<file path="src/rtl/vending_pkg.sv">
// Shared types and encodings for the multi-product vending controller:
// FSM states, coin/change encodings and the coin-to-units mapping.
package vending_pkg;

  typedef enum logic [1:0] {
    S_IDLE   = 2'b00,
    S_CREDIT = 2'b01,
    S_VEND   = 2'b10,
    S_CHANGE = 2'b11
  } state_t;

  localparam logic [1:0] COIN_NONE = 2'b00;
  localparam logic [1:0] COIN_5    = 2'b01;
  localparam logic [1:0] COIN_10   = 2'b10;
  localparam logic [1:0] COIN_20   = 2'b11;

  localparam logic [1:0] CHG_5  = 2'b01;
  localparam logic [1:0] CHG_10 = 2'b10;

  // Change encodings share the coin encodings, so this also sizes change coins.
  function automatic logic [2:0] coin_units(input logic [1:0] c);
    case (c)
      COIN_5:  return 3'd1;
      COIN_10: return 3'd2;
      COIN_20: return 3'd4;
      default: return 3'd0;
    endcase
  endfunction

endpackage

</file>
<file path="src/rtl/vending_change_dispenser.sv">
// Change hopper driver: loaded with an amount in 5 rs units, pays it out greedily
// (10 rs while >= 2 units remain, else 5 rs) over a change_valid/change_ready handshake.
module vending_change_dispenser
  import vending_pkg::*;
#(
  parameter int CREDIT_W = 8
) (
  input  logic                clk,
  input  logic                rst,
  input  logic                load,
  input  logic [CREDIT_W-1:0] load_amt,
  input  logic                change_ready,
  output logic                change_valid,
  output logic [1:0]          change_coin,
  output logic [CREDIT_W-1:0] remaining,
  output logic                done
);

  logic [CREDIT_W-1:0] rem_q, rem_d, rem_after_s;
  logic                valid_q, valid_d;
  logic [1:0]          coin_q, coin_d;
  logic                xfer_s;

  function automatic logic [1:0] pick_coin(input logic [CREDIT_W-1:0] amt);
    if (amt == '0) begin
      return COIN_NONE;
    end else if (amt >= CREDIT_W'(2)) begin
      return CHG_10;
    end else begin
      return CHG_5;
    end
  endfunction

  assign xfer_s      = valid_q && change_ready;
  assign rem_after_s = rem_q - CREDIT_W'(coin_units(coin_q));

  // Next remaining amount and the coin to present for it.
  always_comb begin
    rem_d = rem_q;
    if (load) begin
      rem_d = load_amt;
    end else if (xfer_s) begin
      rem_d = rem_after_s;
    end else begin
      rem_d = rem_q;
    end
    valid_d = (rem_d != '0);
    coin_d  = pick_coin(rem_d);
  end

  // Handshake state registers.
  always_ff @(posedge clk or negedge rst) begin
    if (!rst) begin
      rem_q   <= '0;
      valid_q <= 1'b0;
      coin_q  <= COIN_NONE;
    end else begin
      rem_q   <= rem_d;
      valid_q <= valid_d;
      coin_q  <= coin_d;
    end
  end

  assign change_valid = valid_q;
  assign change_coin  = coin_q;
  assign remaining    = rem_q;
  assign done         = xfer_s && (rem_after_s == '0);

endmodule

</file>
<file path="src/rtl/vending_machine_multi.sv">
// Multi-product vending controller: credit FSM, price lookup and change return.
// Define VENDING_TIMEOUT_EN to add the idle auto-refund and the timeout_refund output.
module vending_machine_multi
  import vending_pkg::*;
#(
  parameter int                          N_PROD      = 4,
  parameter int                          CREDIT_W    = 8,
  parameter logic [N_PROD*CREDIT_W-1:0]  PRICES      = {8'd8, 8'd5, 8'd4, 8'd3},
  parameter int                          MAX_CREDIT  = 20,
  parameter int                          TIMEOUT_CYC = 1000
) (
  input  logic                      clk,
  input  logic                      rst,
  input  logic [1:0]                coin,
  input  logic                      sel_valid,
  input  logic [$clog2(N_PROD)-1:0] sel_id,
  input  logic                      cancel,
  output logic                      coin_reject,
  output logic                      short_credit,
  output logic                      vend,
  output logic [$clog2(N_PROD)-1:0] vend_id,
  output logic                      change_valid,
  output logic [1:0]                change_coin,
  input  logic                      change_ready,
  output logic [CREDIT_W-1:0]       credit,
  output logic                      busy
`ifdef VENDING_TIMEOUT_EN
  ,
  output logic                      timeout_refund
`endif
);

  localparam int SEL_W = $clog2(N_PROD);
  localparam logic [CREDIT_W-1:0] MAX_C = CREDIT_W'(MAX_CREDIT);

  if (N_PROD < 2 || N_PROD > 16) begin : g_bad_nprod
    $error("vending_machine_multi: N_PROD must be 2..16");
  end
  if (MAX_CREDIT + 4 >= (1 << CREDIT_W)) begin : g_bad_width
    $error("vending_machine_multi: MAX_CREDIT + 4 does not fit in CREDIT_W");
  end
  if (TIMEOUT_CYC < 1) begin : g_bad_timeout
    $error("vending_machine_multi: TIMEOUT_CYC must be >= 1");
  end

  state_t              state_q, state_d;
  logic [CREDIT_W-1:0] credit_q, credit_d;
  logic                coin_reject_q, coin_reject_d;
  logic                short_credit_q, short_credit_d;
  logic                vend_q, vend_d;
  logic [SEL_W-1:0]    vend_id_q, vend_id_d;
  logic                busy_q, busy_d;

  logic [CREDIT_W-1:0] price_s, sum_s, chg_rem_s;
  logic                sel_ok_s, coin_ok_s, load_s, chg_done_s, xfer_s;

`ifdef VENDING_TIMEOUT_EN
  localparam int TMO_W = $clog2(TIMEOUT_CYC + 1);
  localparam logic [TMO_W-1:0] TMO_LAST = TMO_W'(TIMEOUT_CYC - 1);
  logic [TMO_W-1:0] tmo_cnt_q, tmo_cnt_d;
  logic             timeout_refund_q, timeout_refund_d;
`endif

  vending_change_dispenser #(.CREDIT_W(CREDIT_W)) u_change (
    .clk          (clk),
    .rst          (rst),
    .load         (load_s),
    .load_amt     (credit_q),
    .change_ready (change_ready),
    .change_valid (change_valid),
    .change_coin  (change_coin),
    .remaining    (chg_rem_s),
    .done         (chg_done_s)
  );

  // Price lookup and coin headroom for the current inputs.
  always_comb begin
    price_s = '0;
    for (int i = 0; i < N_PROD; i++) begin
      price_s = (int'(sel_id) == i) ? PRICES[i*CREDIT_W +: CREDIT_W] : price_s;
    end
    sel_ok_s  = (int'(sel_id) < N_PROD);
    sum_s     = credit_q + CREDIT_W'(coin_units(coin));
    coin_ok_s = (coin != COIN_NONE) && (sum_s <= MAX_C);
    xfer_s    = change_valid && change_ready;
  end

  // Credit FSM next state; priority in IDLE/CREDIT is cancel > select > coin.
  always_comb begin
    state_d        = state_q;
    credit_d       = credit_q;
    coin_reject_d  = 1'b0;
    short_credit_d = 1'b0;
    vend_d         = 1'b0;
    vend_id_d      = '0;
    load_s         = 1'b0;
    case (state_q)
      S_IDLE, S_CREDIT: begin
        if (cancel && (state_q == S_CREDIT)) begin
          coin_reject_d = (coin != COIN_NONE);
          state_d       = S_CHANGE;
          load_s        = 1'b1;
        end else if (sel_valid) begin
          coin_reject_d = (coin != COIN_NONE);
          if (sel_ok_s && (credit_q >= price_s)) begin
            state_d   = S_VEND;
            credit_d  = credit_q - price_s;
            vend_d    = 1'b1;
            vend_id_d = sel_id;
          end else begin
            short_credit_d = 1'b1;
          end
        end else if (coin != COIN_NONE) begin
          if (coin_ok_s) begin
            credit_d = sum_s;
            state_d  = S_CREDIT;
          end else begin
            coin_reject_d = 1'b1;
          end
        end else begin
          state_d = state_q;
        end
      end
      S_VEND: begin
        coin_reject_d = (coin != COIN_NONE);
        if (credit_q != '0) begin
          state_d = S_CHANGE;
          load_s  = 1'b1;
        end else begin
          state_d = S_IDLE;
        end
      end
      S_CHANGE: begin
        coin_reject_d = (coin != COIN_NONE);
        if (chg_done_s) begin
          state_d  = S_IDLE;
          credit_d = '0;
        end else if (xfer_s) begin
          credit_d = chg_rem_s - CREDIT_W'(coin_units(change_coin));
        end else begin
          credit_d = credit_q;
        end
      end
      default: begin
        state_d  = S_IDLE;
        credit_d = '0;
      end
    endcase

`ifdef VENDING_TIMEOUT_EN
    // Idle cycles in CREDIT without an accepted coin or selection count toward refund.
    timeout_refund_d = 1'b0;
    tmo_cnt_d        = '0;
    if ((state_q == S_CREDIT) && !cancel && !sel_valid && !coin_ok_s) begin
      if (tmo_cnt_q == TMO_LAST) begin
        state_d          = S_CHANGE;
        load_s           = 1'b1;
        timeout_refund_d = 1'b1;
      end else begin
        tmo_cnt_d = tmo_cnt_q + TMO_W'(1);
      end
    end else begin
      tmo_cnt_d = '0;
    end
`endif

    busy_d = (state_d == S_VEND) || (state_d == S_CHANGE);
  end

  // State and registered outputs.
  always_ff @(posedge clk or negedge rst) begin
    if (!rst) begin
      state_q        <= S_IDLE;
      credit_q       <= '0;
      coin_reject_q  <= 1'b0;
      short_credit_q <= 1'b0;
      vend_q         <= 1'b0;
      vend_id_q      <= '0;
      busy_q         <= 1'b0;
`ifdef VENDING_TIMEOUT_EN
      tmo_cnt_q        <= '0;
      timeout_refund_q <= 1'b0;
`endif
    end else begin
      state_q        <= state_d;
      credit_q       <= credit_d;
      coin_reject_q  <= coin_reject_d;
      short_credit_q <= short_credit_d;
      vend_q         <= vend_d;
      vend_id_q      <= vend_id_d;
      busy_q         <= busy_d;
`ifdef VENDING_TIMEOUT_EN
      tmo_cnt_q        <= tmo_cnt_d;
      timeout_refund_q <= timeout_refund_d;
`endif
    end
  end

  assign coin_reject  = coin_reject_q;
  assign short_credit = short_credit_q;
  assign vend         = vend_q;
  assign vend_id      = vend_id_q;
  assign credit       = credit_q;
  assign busy         = busy_q;
`ifdef VENDING_TIMEOUT_EN
  assign timeout_refund = timeout_refund_q;
`endif

endmodule

</file>
<file path="config.mk">
export PLATFORM = sky130hd
export DESIGN_NAME = vending_machine_multi
export DESIGN_NICKNAME = d
export VERILOG_FILES = /design/src/rtl/vending_pkg.sv /design/src/rtl/vending_change_dispenser.sv /design/src/rtl/vending_machine_multi.sv
export SDC_FILE = /design/constraint.sdc
export NUM_CORES = 1
export LEC_CHECK = 0
export CORE_ASPECT_RATIO = 0.6
export CORE_UTILIZATION = 60
export CTS_CLUSTER_DIAMETER = 40
export DETAILED_ROUTE_END_ITERATION = 10
export GPL_TIMING_DRIVEN = 0
export PLACE_DENSITY_LB_ADDON = 0.2
export SYNTH_ARGS = -nofsm -noshare
export SYNTH_HDL_FRONTEND = slang
export SYNTH_SLANG_ARGS = --single-unit
</file>
<file path="constraint.sdc">
create_clock -name clk -period 7.03 [get_ports clk]
set_input_delay 1.406 -clock clk [delete_from_list [all_inputs] [get_ports clk]]
set_output_delay 1.406 -clock clk [all_outputs]
set_load 0.005 [all_outputs]
</file>
# Yosys cells after proc, flatten, opt, wreduce, memory -nomap -nowiden
# Cells that the tools add are included.
[word_totals]
regBits = 27
latchBits = 0
ram_bits = 0
romBits = 0
out_inout_bits = 17
memories = 0
[op_classes]
addsub = 4
multipliers = 0
div = 0
order_cmp = 3
n_eq_ne = 19
shifts = 0
muxes = 49
bitwise_logic = 0
reduce_logical = 16
[ops]
columns = ["cell", "n"]
rows = [
  ["8-bit 2-to-1 mux", 9],
  ["2-bit 2-to-1 mux", 14],
  ["2-bit equality test (second input constant)", 10],
  ["3-bit one-hot mux with 3 select lines", 2],
  ["8-bit logical NOT", 2],
  ["8-bit one-hot mux with 2 select lines", 1],
  ["8-bit nonzero test", 2],
  ["8-bit by 3-bit subtractor with 8-bit output", 2],
  ["3-bit 2-to-1 mux", 5],
  ["1-bit 2-to-1 mux", 14],
  ["3-bit != test (second input constant)", 3],
  ["8-bit by 3-bit adder with 8-bit output", 1],
  ["2-bit by 1-bit equality test with 1-bit output (second input constant)", 4],
  ["8-bit by 2-bit greater-or-equal comparator with 1-bit output (second input constant)", 1],
  ["8-bit by 4-bit greater-or-equal comparator with 1-bit output", 1],
  ["8-bit by 5-bit <= comparator with 1-bit output (second input constant)", 1],
  ["8-bit by 4-bit subtractor with 8-bit output", 1],
  ["2-bit one-hot mux with 3 select lines", 1],
  ["6-bit AND reduction", 1],
  ["1-bit logical AND", 4],
  ["2-bit logical NOT", 2],
  ["4-bit 2-to-1 mux", 1],
  ["1-bit one-hot mux with 2 select lines", 2],
  ["2-bit nonzero test", 2],
  ["other kinds (4)", 5],
]

# Logic depth before layout (Yosys ltp)
[logic_depth]
depth_word = 12
ltp_mapped = 11

# Cells and area by module
# A second synthesis with hierarchy kept.
[unflattened]
hier_cells = 277
hier_area_um2 = 2412.3
[modules_own_cells]
columns = ["mod", "instances", "cells_each", "area_per_inst_um2"]
rows = [
  ["vending_machine_multi", 1, 195, 1621.6],
  ["vending_change_dispenser", 1, 82, 790.8],
]

# Least setup slack after synthesis
# No wires, ideal clock.
[synth_timing]
kind = "input to register"
from = "in coin[0]"
to = "reg credit_q[2], in the netlist credit[2]"
setup_time_ps = 125
arrival_ps = 3514
t_required_ps = 6905
setup_slack_ps = 3391
cell_stages = 10
path_cell_list = "nor2b_1 -> ha_1 -> fa_1 -> a21o_1 -> and3_1 -> a311oi_1 -> nor3_2 -> a21bo_1 -> buf_6 -> mux2_4"
[synth_between]
elab_chain_cells = 8
word_cells_on_any_way = 16
classes_between = "1 x add/sub; 1 x order compare; 5 x eq/ne; 6 x mux; 3 x reduce/logical"
[synth_lines]
columns = ["element", "line_no", "source"]
rows = [
  ["start: declaration", "vending_machine_multi.sv:14", "input logic [1:0] coin,"],
  ["branches (longest 8 deep; another with 8-bit by 3-bit adder with 8-bit output)", "n/a", ""],
  ["end signal: assignment", "vending_machine_multi.sv:186", "credit_q <= credit_d;"],
  ["end: declaration", "vending_machine_multi.sv:47", "logic [CREDIT_W-1:0] credit_q, credit_d;"],
]
# Parallel ways; which one is timed is not known. The select of a mux whose other input is x is not followed.
# A chain may end at the register's enable or synchronous reset.

# Worst setup path in the final report
# Same ends and word-level chain as after synthesis.

==> results.yml <==
status:
  status: "complete, no violations"
drt:
  routed_wl_mm: 5.71
  route.detailed.drc: 0
  top_layer: "met4"
  viasPerCell: 6.15
  dr.pass1.iters: 5
  first_iter_violations: 224
  num_vias: 2054
  antenna_left: 0
  wl_met3_um: 589
  wire_per_inst_um: 17.1
  wl_met1_mm: 2.75
  met2_length_mm: 2.28
clock_network:
  clk_pin_slew_ns: 0.10
  cts-root-buf: "clkbuf_8"
  ctsHoldBuffers: 0
  cts_resized: 0
  cts_tree: "done"
  clkLatencyLatePin_ns: 0.28
  cts_setup_buffers: 0
  htreeDepth: 1
  numCtsBuffers: 3
  cts_buffer_depth: 2
  clock_sinks: 27
critical_path:
  critPathMaxFanout: 8
  r2r_end: "u_change.change_valid"
  path_class: "input port to register"
  r2r_setup_slack_ns: 4.02
  cp.arrival_ns: 4.42
  r2r_cells: 10
  critPathRequiredTime_ns: 7.21
  cp-end-kind: "register"
  timing.rr.start: "u_change.change_coin[1]"
  critPathLaunchType: "input port"
synthesis:
  yosysSeqAreaShare_pct: 30.3
  synthArstFlopShare_pct: 100
  ys_warn_count: 0
  syn_inst: 260
  ys_ff_latch: 27
  ys_types: 58
  synth_nets: 284
  netlist_area_mm2: 0.00223
  avgSynthCellArea_um2: 8.59
  synth-edff-count: 0
  synthFlopType: "dfrtp_1"
final_layout:
  n_antenna_cell: 0
  final_cell_mix: "nor2_1, dfrtp_1, nand2_1"
  syn_to_final_growth_pct: 15.8
  fin_util_pct: 75.9
  layout-drive-gt1-share_pct: 8.65
  fin_nets: 314
die:
  initial_core_util_pct: 65.6
  core_mm2: 0.00340
  rows: 16
  die_width_um: 80.7
  dieArea_mm2: 0.00398
  ioPinCount: 26
  die_y_um: 49.2
timing:
  drv_slew: 0
  slew_headroom_pct: 59.1
  setup-violations-final: 0
  hold_violations: 0
  tightest_slew_ns: 0.608
  min_period_ns: 4.24
  finalSetupTns_ns: 0
  grt_setup_unrepaired: "no"
  fin_skew_ns: 0.00202
  fin_crit_sh_pct: 60.3
  max_freq_mhz: 236
place:
  io_buffers: 25
  gp_routability_congestion: 0.939
  dpl.hpwl_mm: 4.30
grt:
  grt_pass1_wl_mm: 9.43
  grt_usage_pct: 31.7
  grt_overflow_total: 0
  grt_max_degree: 28
  grt_pass1_vias: 1885
  grt_antenna_before_repair: 0
worst_hold_path:
  hold_end: "u_change.remaining[1]"
  holdCritStartpoint: "u_change.remaining[1]"
  hold_path.class: "register to register"
  holdPathStages: 2
pwr:
  power_density_mw_per_mm2: 129
  p_leak_nw: 1.12
  ir_drop_mv: 0.108
job:
  cap_violations: 0
-- where the power goes --
| part | total (mW) | internal (mW) | switching, mW |
|---|---|---|---|
| combinational | 0.0733 | 0.0310 | 0.0423 |
| sequential | 0.163 | 0.158 | 0.00518 |
| clock | 0.0966 | 0.0418 | 0.0549 |
-- state kept, by name (all words and copies together), names as in the netlist --
signal / flops
busy: 1
vend_id: 2
vend: 1
coin_reject: 1
u_change.change_coin: 2
short_credit: 1
u_change.remaining: 8
u_change.change_valid: 1
credit: 8
state_q: 2
-- cells by family after synthesis --
kind of cell	after synthesis	share of synthesized area [%]
DFF	27	30.3
buffers and inverters	25	5.27
and+or+nand+nor	105	24.2
AOI/OAI and AO/OA	68	21.6
muxes	6	3.76
adders and majority gates	15	9.42
xor gates and xnor gates	14	5.49
-- worst max-delay path, stage by stage --
cell and delay (ns):
clkdlybuf4s50_1 0.51, nor2b_1 0.19, ha_1 0.23, fa_1 0.42
xor2_1 0.24, o21ai_0 0.16, a311oi_1 0.52, nor3_2 0.11
a21bo_1 0.20, buf_6 0.14, mux2_4 0.29
-- cell usage after synthesis (3+ instances only) --
master | n | share of area [%]
a21o_1 | 3 | 1.0
nor2b_1 | 8 | 2.2
nor4_1 | 5 | 1.4
nor2_1 | 27 | 4.5
nand3_1 | 6 | 1.3
a21oi_1 | 17 | 3.8
ha_1 | 12 | 6.7
nor3_1 | 8 | 1.8
dfrtp_1 | 27 | 30
o31a_1 | 3 | 1.2
inv_1 | 12 | 2.0
nand2_1 | 25 | 4.2
or3_1 | 4 | 1.1
o211ai_1 | 4 | 1.3
a211oi_1 | 6 | 2.0
a31oi_1 | 4 | 1.1
o21ai_0 | 13 | 2.9
clkbuf_1 | 5 | 0.84
xor2_1 | 11 | 4.3
and2_1 | 4 | 1.1
xnor2_1 | 3 | 1.2
buf_2 | 4 | 0.90
nand2b_1 | 5 | 1.4
fa_1 | 3 | 2.7
-- per-layer routing --
layer | up-vias | GRT usage, %
met5 | - | 0
met4 | 0 | 8.33
met3 | 8 | 5.98
met2 | 113 | 44.6
met1 | 935 | 48.9
li1 | 998 | -
-- stage by stage --
step	std cells	power [mW]	cell area, µm²	worst slack (ns)	hold WS, ns
2_1_floorplan	260	0.210	2230	3.39	0.547
5_1_grt	334	0.348	2580	2.73	0.671
3_3_place_gp	330	0.236	2540	2.66	0.587
3_5_place_dp	330	0.238	2540	2.62	0.614
6_report	334	0.333	2580	2.79	0.642
4_1_cts	334	0.333	2590	2.90	0.629
-- final cells by class --
type                    count  area [µm²]
multi-input cells         208        1440
fillers                   257         820
flip-flops and latches     27         676
repair buffers             25         245
plain buffers              13        72.6
well taps                  45        56.3
inverters                  12        45.0
clock buffers               3        41.3
clock inverters             1        8.76
-- worst max path at each step --
stage          startpoint        end  slack, ns
6_report          coin[0]  credit[2]       2.79
5_1_grt           coin[0]  credit[2]       2.73
4_1_cts           coin[0]  credit[3]       2.90
3_5_place_dp      coin[0]  credit[3]       2.62
3_3_place_gp      coin[0]  credit[3]       2.66
2_1_floorplan     coin[0]  credit[2]       3.39
(Power assumes the default switching activity.)
==> RTL change 1, RTL diff (same flow settings) <==
The option `VENDING_TIMEOUT_EN` is turned on by a define.
--- a/src/rtl/vending_machine_multi.sv
+++ b/src/rtl/vending_machine_multi.sv
@@ -1,5 +1,7 @@
 // Multi-product vending controller: credit FSM, price lookup and change return.
 // Define VENDING_TIMEOUT_EN to add the idle auto-refund and the timeout_refund output.
+`define VENDING_TIMEOUT_EN
+
 module vending_machine_multi
   import vending_pkg::*;
 #(
Check against the original RTL (old outputs only; new: timeout_refund): no difference found for any inputs over 10 cycles, from zero or initial values and one cycle with rst low; that may be too few to reach the edited logic, so the function may still have changed.
==> RTL change 1 against the original RTL <==
- routed wire length is 23% higher
- sequential cell count increased by 11
- cell area rose by 22%
- critical path depth increased by 1
- register-to-register slack got worse by 0.50 ns
- synthesized area grew 20%
- utilization fell by 0.65 points
- worst setup slack got worse by 0.37 ns
- largest cell class unchanged
- highest routed layer unchanged
Power is left out: it rests on default switching activity, and per cell area and clock period it moved more than threefold.
==> RTL change 1: results (changes against the original RTL) <==
via total after detailed routing=2,494 (was 2,054); vias in the first global route=2,218 (was 1,885); global-route wire length before repair=11,100 µm (was 9430 µm); GR Layer Usage met1=0.483 (was 0.489); Seq/Total Area, Yosys=0.354 (was 0.303); layout cell share with drive strength beyond 1=0.0605 (was 0.0865); Min-Delay Path Depth=1 (was 2); total length of routed met2 wires=2960 µm (was 2280 µm); Slew @ Worst Pin=0.919 ns (was 0.608 ns); CP startpoint=coin[0] (unchanged); wire length on met3=737 µm (was 589 µm); hpwl dp=5120 µm (was 4300 µm); reg-to-reg slack, setup=3.52 ns (was 4.02 ns); worst endpoint data arrival time=4.82 ns (was 4.42 ns); H-tree depth=2 (was 1); Num CTS Buffers=5 (was 3); Final Skew=0.0112 ns (was 0.00202 ns); worst hold slack=0.509 ns (was 0.642 ns); fmax=217 MHz (was 236 MHz); count of cell types in the netlist=54 (was 58); 1st-iter DRT viols=294 (was 224); DRT met1 WL=3290 µm (was 2750 µm); CTS Buffer Depth=2 (unchanged); Max Fanout on Critical Path=10 (was 8); nets=371 (was 314); Post-synth top cells=38 x dfrtp_1, 37 x nor2_1, 27 x o21ai_0 (was 27 x dfrtp_1, 27 x nor2_1, 25 x nand2_1); pre-CTS setup slack=2.19 ns (was 2.62 ns); syn_nets=338 (was 284); Routed WL=7040 µm (was 5710 µm); PortBufs=26 (was 25); ranking of synthesized cells by area=dfrtp_1 35%, ha_1 6.1%, nor2_1 5.2% (was dfrtp_1 30%, ha_1 6.7%, nor2_1 4.5%); M3 GR Usage=0.0613 (was 0.0598); clock latency on the worst-skew pair=0.30 ns (was 0.28 ns); # diodes=0 (unchanged); outcome=completed (unchanged); initial antenna violation count=0 (unchanged); worst hold start=tmo_cnt_q[0] (was u_change.remaining[1]); largest net degree at the start of global routing=39 (was 28); routability cong.=0.934 (was 0.939); Hold EP=tmo_cnt_q[0] (was u_change.remaining[1]); total track usage=0.321 (was 0.317); R2R Path End=credit[4] (was u_change.change_valid); reg2reg start=credit[0] (was u_change.change_coin[1]); GR Util met2=0.473 (was 0.446)
RTL change 1: cell count changes in the layout (fill, tap and decap cells not counted), moves of 3 or more:
cell,delta
a21oi_1,-5
buf_2,-3
clkbuf_1,+6
dfrtp_1,+11
nand3_1,+6
nand3b_1,+4
nor2_1,+10
o21ai_0,+14
or2_1,+3
xnor2_1,+5
RTL change 1: worst max-delay path, cell delays in order:
cell and delay (ns):
clkdlybuf4s50_1 0.44, nor2b_1 0.15, ha_1 0.22, fa_1 0.43, a2111o_1 0.43, o21ai_0 0.09
o2bb2ai_1 0.18, nand3_1 0.25, a21oi_1 0.46, clkbuf_1 0.41, a21oi_1 0.13, a21oi_1 0.23
RTL change 1: kinds of logic (layout without fill, tap and decap cells):
logic type	Yosys count	after routing	share of synthesized area
AO/OA/AOI/OAI	76	76	0.183
XOR/XNOR	21	21	0.0685
adder cells (fa/ha/maj)	16	16	0.0829
buffers and inverters	30	64	0.0480
flip-flops	38	38	0.354
multiplexers	5	5	0.0214
AND/OR/NAND/NOR	127	127	0.242
RTL change 1: area by class of cell:
| class | instances | area [µm²] |
|---|---|---|
| Buffer | 16 | 76.3 |
| Clock buffer | 5 | 68.8 |
| Clock inverter | 3 | 68.8 |
| Fill cell | 324 | 1040 |
| Inverter | 14 | 52.6 |
| Multi-Input combinational cell | 245 | 1610 |
| Sequential cell | 38 | 951 |
| Tap cell | 60 | 75.1 |
| Timing Repair Buffer | 26 | 255 |
RTL change 1: through the flow:
step | instance area (µm²) | std cells | util
2_1_floorplan | 2690 | 313 | -
3_3_place_gp | 3020 | 399 | 0.721
3_5_place_dp | 3020 | 399 | 0.720
4_1_cts | 3150 | 407 | 0.753
5_1_grt | 3150 | 407 | 0.753
6_report | 3150 | 407 | 0.753
==> RTL change 2, RTL diff (config.mk and constraints unchanged) <==
Made on the original files. Register the output `credit` once more, cleared by the reset; this adds one clock of latency there. The other outputs are not delayed to match.
--- a/src/rtl/vending_machine_multi.sv
+++ b/src/rtl/vending_machine_multi.sv
@@ -200,7 +200,13 @@
   assign short_credit = short_credit_q;
   assign vend         = vend_q;
   assign vend_id      = vend_id_q;
-  assign credit       = credit_q;
+  always_ff @(posedge clk or negedge rst) begin
+    if (!rst) begin
+      credit <= '0;
+    end else begin
+      credit <= credit_q;
+    end
+  end
   assign busy         = busy_q;
 `ifdef VENDING_TIMEOUT_EN
   assign timeout_refund = timeout_refund_q;
Check against the original RTL: not equivalent (a bounded check fails within 4 cycles, from zero or initial values and one cycle with rst low).
==> RTL change 2 against the original RTL <==
- first-iteration DRC count grew 13%
- critical path depth is the same
- cell area up 7.7%
- synthesized area grew 7.6%
- sequential cell count increased by 8
- worst setup slack got worse by 0.21 ns
- routed wire length is 6.6% higher
- final cell count grew 1.8%
Power is left out: it rests on default switching activity, and per cell area and clock period it moved more than threefold.
==> RTL change 2: results (changes against the original RTL) <==
Placed Cells=332 (was 330); FF+latch count, synth=35 (was 27); Routed WL=6090 µm (was 5710 µm); global-route wire length before repair=9800 µm (was 9430 µm); Design Area, Final=0.00278 mm² (was 0.00258 mm²); 1st-iter DRT viols=252 (was 224); syn_area_per_cell=9.20 µm² (was 8.59 µm²); vias in the first global route=1,933 (was 1,885); Placed Area=0.00270 mm² (was 0.00254 mm²); hpwl dp=4560 µm (was 4300 µm); routability cong.=0.900 (was 0.939); routed vias/inst=6.37 (was 6.15); outcome=completed (unchanged); Multi-input gate area=0.00142 mm² (was 0.00144 mm²); H-tree depth=2 (was 1); syn_nets=285 (was 284); Sequential Area=876 µm² (was 676 µm²); Post-synth top cells=35 x dfrtp_1, 29 x nand2_1, 13 x a21oi_1, 13 x inv_1 (was 27 x dfrtp_1, 27 x nor2_1, 25 x nand2_1); clock-pin slew on the worst setup and hold paths=0.07 ns (was 0.10 ns); Clock buf/inv share=0.0306 (was 0.0194); DRT met1 WL=2780 µm (was 2750 µm); XOR/XNOR Fraction of Synth Area=0.0474 (was 0.0549); Pre-Repair DR Iteration Count=7 (was 5); Final Skew=0.00885 ns (was 0.00202 ns); Num CTS Buffers=5 (was 3); mux cell area share after synthesis=0.0229 (was 0.0376); total track usage=0.311 (was 0.317); layout cell share with drive strength beyond 1=0.0887 (was 0.0865); Slew @ Worst Pin=0.773 ns (was 0.608 ns); Synth Area in Compound Gates=0.212 (was 0.216); ranking of synthesized cells by area=dfrtp_1 36%, ha_1 6.3%, nand2_1 4.5% (was dfrtp_1 30%, ha_1 6.7%, nor2_1 4.5%); nets=316 (was 314); clk_buf instances=6 (was 3); pre-CTS setup slack=2.38 ns (was 2.62 ns); Multi-In Gates=202 (was 208); GR Layer Usage met1=0.456 (was 0.489); GR Util met2=0.421 (was 0.446); via total after detailed routing=2,167 (was 2,054); total length of routed met2 wires=2360 µm (was 2280 µm); inverters=13 (was 12); wire length on met3=824 µm (was 589 µm); Non-clk bufs=35 (was 38); Fillers=281 (was 257)
[RTL change 2: cell count changes after synthesis, moves of 5 or more]
cell      change
o21ai_1       +5
a211oi_1      -5
nor2_1       -15
xor2_1        -5
dfrtp_1       +8
[RTL change 2: worst max-delay path: stages]
cell,delay (ns)
clkdlybuf4s50_1,0.44
nor2b_1,0.16
ha_1,0.23
fa_1,0.40
a21o_1,0.23
a211oi_1,0.26
and3b_1,0.24
o41ai_4,0.55
and2_1,0.21
buf_4,0.18
mux2_4,0.31
[RTL change 2: worst paths after layout]
kind / start / endpoint / slack [ns] / depth (start not counted)
min in group asynchronous: rst / vend / 1.20 / 1
hold / removal: credit_q[5] / credit[5] / 0.40 / 0
max in group asynchronous: rst / credit_q[3] / 5.34 / 1
setup / recovery: coin[0] / credit_q[3] / 2.58 / 11
hold reg to reg: credit_q[5] / credit[5] / 0.40 / 0
setup reg to reg: credit_q[0] / credit_q[3] / 3.79 / 9
